`src/rtl/nextasic_pkg.sv`:
```
// Shared definitions for the host-link packet path: op codes, payload
// lengths and the encoder state enum. The op values are the same ones the
// receive-side decoder matches against.
package nextasic_pkg;

    localparam int OP_W    = 16;
    localparam int SHIFT_W = 40;
    localparam int CNT_W   = 5;

    localparam logic [OP_W-1:0] OP_PWR_REPLY = 16'hc5ef;
    localparam logic [OP_W-1:0] OP_AUDIO_REQ = 16'h0700;
    localparam logic [OP_W-1:0] OP_KBD       = 16'hc600;
    localparam logic [OP_W-1:0] OP_MIC       = 16'hc700;

    localparam logic [CNT_W-1:0] LEN_PWR_REPLY = 5'd0;
    localparam logic [CNT_W-1:0] LEN_AUDIO_REQ = 5'd0;
    localparam logic [CNT_W-1:0] LEN_KBD       = 5'd24;
    localparam logic [CNT_W-1:0] LEN_MIC       = 5'd16;

    typedef enum logic [2:0] {
        ST_IDLE,
        ST_START,
        ST_OP,
        ST_DATA,
        ST_STOP
    } enc_state_t;

endpackage

```
`src/rtl/op_shifter.sv`:
```
// Serializer for the packet encoder: a 40-bit MSB-first shift register
// holding op + payload left-aligned, the bit currently on the line, and a
// per-field bit counter.
module op_shifter
    import nextasic_pkg::*;
(
    input  logic               clk,
    input  logic               reset_n,
    input  logic               bit_tick,
    input  logic               load,
    input  logic [SHIFT_W-1:0] load_data,
    input  logic               shift_en,
    input  logic               cnt_clr,
    output logic               bit_out,
    output logic [CNT_W-1:0]   bit_cnt
);

    logic [SHIFT_W-1:0] sreg;

    // Load a fresh frame, or present the next MSB and advance on a bit tick.
    always_ff @(posedge clk or negedge reset_n) begin
        if (!reset_n) begin
            sreg    <= '0;
            bit_out <= 1'b1;
            bit_cnt <= '0;
        end else if (load) begin
            sreg    <= load_data;
            bit_cnt <= '0;
        end else if (bit_tick && shift_en) begin
            bit_out <= sreg[SHIFT_W-1];
            sreg    <= {sreg[SHIFT_W-2:0], 1'b0};
            bit_cnt <= cnt_clr ? '0 : bit_cnt + CNT_W'(1);
        end
    end

endmodule

```
`src/rtl/op_encoder.sv`:
```
// Host-link packet encoder: arbitrates between power-reply, keyboard,
// audio-request and microphone sources and sends one framed packet at a
// time on the serial line. Define OP_ENCODER_MIC_EN to enable mic packets;
// without it the mic inputs are ignored and mic_ready stays low.
//
//   state | meaning
//   IDLE  | line high, waiting for a bit tick with a source pending
//   START | start bit (0) on the line
//   OP    | 16 op bits, MSB first
//   DATA  | payload bits, MSB first (skipped for zero-length payloads)
//   STOP  | stop bit (1); its ending tick may launch the next frame
module op_encoder
    import nextasic_pkg::*;
(
    input  logic        clk,
    input  logic        reset_n,
    input  logic        bit_tick,
    input  logic        pwr_reply_req,
    input  logic        audio_req,
    input  logic        kbd_valid,
    input  logic [23:0] kbd_data,
    output logic        kbd_ready,
    input  logic        mic_valid,
    input  logic [15:0] mic_data,
    output logic        mic_ready,
    output logic        so,
    output logic        busy
);

    enc_state_t         state, state_nxt;
    logic               pwr_pend, aud_pend;
    logic [CNT_W-1:0]   pay_len, load_len;
    logic [SHIFT_W-1:0] load_data;
    logic               mic_req, launch;
    logic               win_pwr, win_kbd, win_aud, win_mic;
    logic               shift_en, cnt_clr, bit_out;
    logic [CNT_W-1:0]   bit_cnt;

`ifdef OP_ENCODER_MIC_EN
    assign mic_req = mic_valid;
`else
    logic unused_mic;
    assign mic_req    = 1'b0;
    assign unused_mic = ^{mic_valid, mic_data};
`endif

    // Launches happen only on a tick that leaves IDLE or ends STOP.
    assign launch  = bit_tick && (state == ST_IDLE || state == ST_STOP)
                     && (pwr_pend || kbd_valid || aud_pend || mic_req);
    assign win_pwr = launch && pwr_pend;
    assign win_kbd = launch && !pwr_pend && kbd_valid;
    assign win_aud = launch && !pwr_pend && !kbd_valid && aud_pend;
    assign win_mic = launch && !pwr_pend && !kbd_valid && !aud_pend && mic_req;

    // Select the winner's op, left-aligned payload and payload length.
    always_comb begin
        load_data = {OP_AUDIO_REQ, 24'h0};
        load_len  = LEN_AUDIO_REQ;
        if (win_pwr) begin
            load_data = {OP_PWR_REPLY, 24'h0};
            load_len  = LEN_PWR_REPLY;
        end else if (win_kbd) begin
            load_data = {OP_KBD, kbd_data};
            load_len  = LEN_KBD;
`ifdef OP_ENCODER_MIC_EN
        end else if (win_mic) begin
            load_data = {OP_MIC, mic_data, 8'h00};
            load_len  = LEN_MIC;
`endif
        end
    end

    // Sticky request flags; a launch clears the winner, which also absorbs
    // a duplicate pulse landing on the launch cycle itself.
    always_ff @(posedge clk or negedge reset_n) begin
        if (!reset_n) begin
            pwr_pend <= 1'b0;
            aud_pend <= 1'b0;
            pay_len  <= '0;
        end else begin
            pwr_pend <= (pwr_pend | pwr_reply_req) & ~win_pwr;
            aud_pend <= (aud_pend | audio_req) & ~win_aud;
            if (launch)
                pay_len <= load_len;
        end
    end

    // State register.
    always_ff @(posedge clk or negedge reset_n) begin
        if (!reset_n)
            state <= ST_IDLE;
        else
            state <= state_nxt;
    end

    // Next state and serializer control, advancing one bit per tick.
    always_comb begin
        state_nxt = state;
        shift_en  = 1'b0;
        cnt_clr   = 1'b0;
        case (state)
            ST_IDLE: begin
                if (launch)
                    state_nxt = ST_START;
            end
            ST_START: begin
                if (bit_tick) begin
                    shift_en  = 1'b1;
                    cnt_clr   = 1'b1;
                    state_nxt = ST_OP;
                end
            end
            ST_OP: begin
                if (bit_tick) begin
                    if (bit_cnt == CNT_W'(OP_W - 1)) begin
                        if (pay_len != '0) begin
                            shift_en  = 1'b1;
                            cnt_clr   = 1'b1;
                            state_nxt = ST_DATA;
                        end else begin
                            state_nxt = ST_STOP;
                        end
                    end else begin
                        shift_en = 1'b1;
                    end
                end
            end
            ST_DATA: begin
                if (bit_tick) begin
                    if (bit_cnt == pay_len - CNT_W'(1))
                        state_nxt = ST_STOP;
                    else
                        shift_en = 1'b1;
                end
            end
            ST_STOP: begin
                if (bit_tick)
                    state_nxt = launch ? ST_START : ST_IDLE;
            end
            default: state_nxt = ST_IDLE;
        endcase
    end

    // Line level, busy flag and accept strobes.
    always_comb begin
        so        = 1'b1;
        busy      = (state != ST_IDLE);
        kbd_ready = win_kbd;
        mic_ready = win_mic;
        case (state)
            ST_START: so = 1'b0;
            ST_OP,
            ST_DATA:  so = bit_out;
            default:  so = 1'b1;
        endcase
    end

    op_shifter u_shifter (
        .clk       (clk),
        .reset_n   (reset_n),
        .bit_tick  (bit_tick),
        .load      (launch),
        .load_data (load_data),
        .shift_en  (shift_en),
        .cnt_clr   (cnt_clr),
        .bit_out   (bit_out),
        .bit_cnt   (bit_cnt)
    );

endmodule

```
`config.mk`:
```
export PLATFORM = sky130hd
export DESIGN_NAME = op_encoder
export DESIGN_NICKNAME = d
export VERILOG_FILES = /design/src/rtl/nextasic_pkg.sv /design/src/rtl/op_shifter.sv /design/src/rtl/op_encoder.sv
export SDC_FILE = /design/constraint.sdc
export NUM_CORES = 1
export LEC_CHECK = 0
export BUFFER_PORTS_ARGS = -buffer_cell sky130_fd_sc_hd__buf_2
export CAP_MARGIN = 40
export CORE_UTILIZATION = 50
export CTS_CLUSTER_DIAMETER = 200
export CTS_CLUSTER_SIZE = 28
export DETAILED_ROUTE_END_ITERATION = 12
export GPL_ROUTABILITY_DRIVEN = 0
export PLACE_DENSITY_LB_ADDON = 0.2
export RECOVER_POWER = 50
export SYNTH_ARGS = -nofsm -noshare
export SYNTH_HDL_FRONTEND = slang
export SYNTH_SLANG_ARGS = --single-unit
```
`constraint.sdc`:
```
create_clock -name clk -period 2.18 [get_ports clk]
set_clock_uncertainty 0.2 [all_clocks]
set_input_delay 0.327 -clock clk [delete_from_list [all_inputs] [get_ports clk]]
set_output_delay 0.327 -clock clk [all_outputs]
set_load 0.005 [all_outputs]
```
==> reports/results.tsv <==
stage	metric	value	unit
status	status	completed	
setup_path	flop-to-flop setup slack	0.04	ns
logic_synthesis	Unique masters post-synth	45	
logic_synthesis	Syn Nets	275	
timing	Final Hold Vio Count	0	
timing	Final Cycle Share	0.981	
routing	TritonRoute pass-1 iters	4	
logic_synthesis	prevailing post-synth register cell	dfrtp_1	
timing	max-slew violations	0	
place	dpl ws	0.0431	ns
hold_path	Worst Hold Depth	2	
logic_synthesis	Synth async-reset ratio	1.00	
floorplan	row count	26	
global_route	largest net degree at the start of global routing	53	
floorplan	die height	74.6	um
clock_network	CTS max path bufs	2	
setup_path	CP max-delay cell	dfrtp_1	
logic_synthesis	EDFF count, synth	0	
floorplan	Top Ports	51	
routing	WL final	4.87	mm
clock_network	CTS tree	done	
clock_network	H-Tree Depth	2	
timing	Final setup viols	0	
routing	vias	1924	
floorplan	Die ar.	0.00557	mm2
setup_path	CP max stage delay	0.40	ns
routing	initial DRC count	71	
setup_path	nature of the critical path startpoint	register	
logic_synthesis	Synth Cell Area	0.00264	mm2
global_route	vias in the first global route	1835	
clock_network	Root Buffer	clkbuf_8	
setup_path	WP data arrival	2.13	ns
setup_path	Worst R2R Path Depth	8	
global_route	initial antenna violation count	0	
place	post-DP HPWL	3.07	mm
power	Pleak	0.00155	uW
power	VDD IR-drop max	0.356	mV
hold_path	hold endpoint	pwr_pend	
global_route	first-pass GRT wire length	8.18	mm
final_layout	Layout fillers	424	
setup_path	critical path class	reg2reg	
timing	fmax	468	MHz
final_layout	fraction of layout cells with a size suffix above 1	0.361	
global_route	GRT overflow	0	
setup_path	worst-path maximum fanout	8	
routing	drc violations	0	
setup_path	Critical Path RT	2.17	ns
logic_synthesis	synth warn	0	
hold_path	hold path start	pwr_reply_req	
timing	unrepaired setup endpoints after global routing	yes	
final_layout	Diodes inserted	0	
floorplan	Starting Density	0.516	
routing	routed vias/inst	5.54	
clock_network	clock-pin slew on the worst setup and hold paths	0.10	ns
setup_path	worst flop-to-flop path endpoint	u_shifter.sreg[13]	
logic_synthesis	Synth Register Bits	52	
timing	min cycle time layout	2.14	ns
logic_synthesis	Seq/Total Area, Yosys	0.494	
timing	post-route setup slack	0.0414	ns
power	pwr dens	806	mW/mm2
hold_path	type of the most critical hold path	in2reg	
clock_network	# clock sinks	52	
final_layout	Post-Layout Cell Count	347	
logic_synthesis	cells after synthesis	226	
clock_network	later-pin clock latency in the skew report	0.31	ns
setup_path	worst r2r src	u_shifter.bit_cnt[0]	
place	placed insts	333	
setup_path	cell family contributing the most delay on the critical path	simple AND/OR/NAND/NOR gates	
place	buffers added on ports	32	
flow_run	number of max-cap violations	0	
timing	Rel. slew slack	0.250	
logic_synthesis	syn_area_per_cell	11.7	um2
global_route	overall routing resource usage	0.195	
setup_path	Bufs and invs on worst path	1	
routing	wire per inst	14.0	um
timing	worst-margin pin slew	1.13	ns
setup_path	endpoint class of the critical path	register	
routing	post-route ant nets	0	
clock_network	CTS buffer count	5	
floorplan	chip width	74.6	um
setup_path	CP Cell Sequence	ha_4, and3_4, ha_4, nand2b_4, o221ai_4, and3_4, clkbuf_16, mux2_4	
floorplan	Core Region	0.00511	mm2
final_layout	Nets	325	
final_layout	Layout area overhead	21.2	%
## stage by stage
| step | setup TNS (ns) | power [uW] | hold slack [ns] | util | cell area [um2] |
|---|---|---|---|---|---|
| floorplan | -0.257 | 1800 | -0.169 | - | 2690 |
| global placement | 0 | 1970 | 0.143 | 0.594 | 3040 |
| detailed placement | 0 | 1990 | 0.141 | 0.594 | 3040 |
| CTS | 0 | 2540 | 0.00675 | 0.614 | 3140 |
| global route | -0.238 | 2750 | 0.0128 | 0.626 | 3200 |
| finish | 0 | 2570 | 0.0160 | 0.626 | 3200 |
## power by group
part	internal [uW]	switching [uW]	total, uW
logic	401	311	712
registers	1170	153	1330
clock network	230	307	536
total	1800	771	2570
## layer usage
layer / up-vias / part of all wire / global-route usage / wire length, um
li1: 936 / - / - / -
met1: 942 / 0.50 / 0.266 / 2420
met2: 40 / 0.45 / 0.306 / 2200
met3: 6 / 0.039 / 0.0455 / 192
met4: 0 / 0.013 / 0.0692 / 62
met5: - / 0 / 0 / 0
## cells in the final DEF (no fill, tap or decap), types with 5 or more instances in the layout
cell and instances:
mux2_4 24, inv_1 10, nor2_1 7, buf_2 33, nand4_1 9, clkbuf_8 5
a31oi_1 9, a21oi_1 12, a22o_1 25, buf_4 22, dfrtp_1 50, nand2_1 14
## how the worst max path moves through the flow
stage / endpoint / cells after the start / from
2_1_floorplan: u_shifter.sreg[5] / 8 / u_shifter.bit_cnt[0]
3_3_place_gp: u_shifter.sreg[5] / 8 / u_shifter.bit_cnt[1]
3_5_place_dp: u_shifter.sreg[12] / 8 / u_shifter.bit_cnt[0]
4_1_cts: u_shifter.sreg[11] / 8 / u_shifter.bit_cnt[1]
5_1_grt: u_shifter.sreg[21] / 8 / u_shifter.bit_cnt[0]
6_report: u_shifter.sreg[13] / 8 / u_shifter.bit_cnt[0]
## area by class of cell
type,count,area [um2],area share
clock buffer,7,76.3,0.0239
multi-input combinational,147,1260,0.395
clock inverter,1,8.76,0.00274
inverter,10,37.5,0.0117
timing repair buffer,60,420,0.132
sequential,52,1300,0.408
tap,70,87.6,0.0274
## sequential cells by signal, indices dropped and copies added (netlist names)
signal and cells:
u_shifter.sreg 40, u_shifter.bit_cnt 5, state 3, aud_pend 1
pay_len 1, pwr_pend 1, u_shifter.bit_out 1
## cells by family (layout without fill, tap and decap cells)
logic type	after synthesis	after routing	synth area share
buf+inv	27	78	0.0598
other cells	1	1	0.00142
simple gates	48	48	0.100
fa+ha+maj	2	2	0.00949
xor+xnor	1	1	0.00332
flops	52	52	0.494
mux	26	26	0.139
compound gates	69	69	0.193
## repair_timing
action,4_1_cts,5_1_grt
gates cloned,0,1
pin swaps,0,4
endpoints found under the hold margin,51,0
gates resized for setup,2,3
setup buffers,0,4
endpoints found under the setup margin,1,31
hold buffers,1,0
## Yosys cell counts (2+ instances only)
library cell  number  share of area
clkbuf_1           5         0.0071
a211o_1            2         0.0066
a31oi_1            9          0.021
o211ai_1           3         0.0085
o21ai_0            4         0.0076
nor2_1             7          0.010
nand3_1            2         0.0038
o21ai_1            4         0.0076
buf_12             2          0.015
buf_4              2         0.0057
nor3b_1            2         0.0057
nor3_1             2         0.0038
a22o_1            25          0.083
nand2_1           14          0.020
nor2b_1            2         0.0047
a21oi_1           12          0.023
nand4_1            9          0.021
buf_2              7          0.013
dfrtp_1           51           0.48
ha_1               2         0.0095
and3b_1            2         0.0066
mux2_4            20           0.11
mux2_1             5          0.021
inv_1             10          0.014
nand2b_1           2         0.0047
o221ai_1           2         0.0066
(Power assumes the default switching activity.)
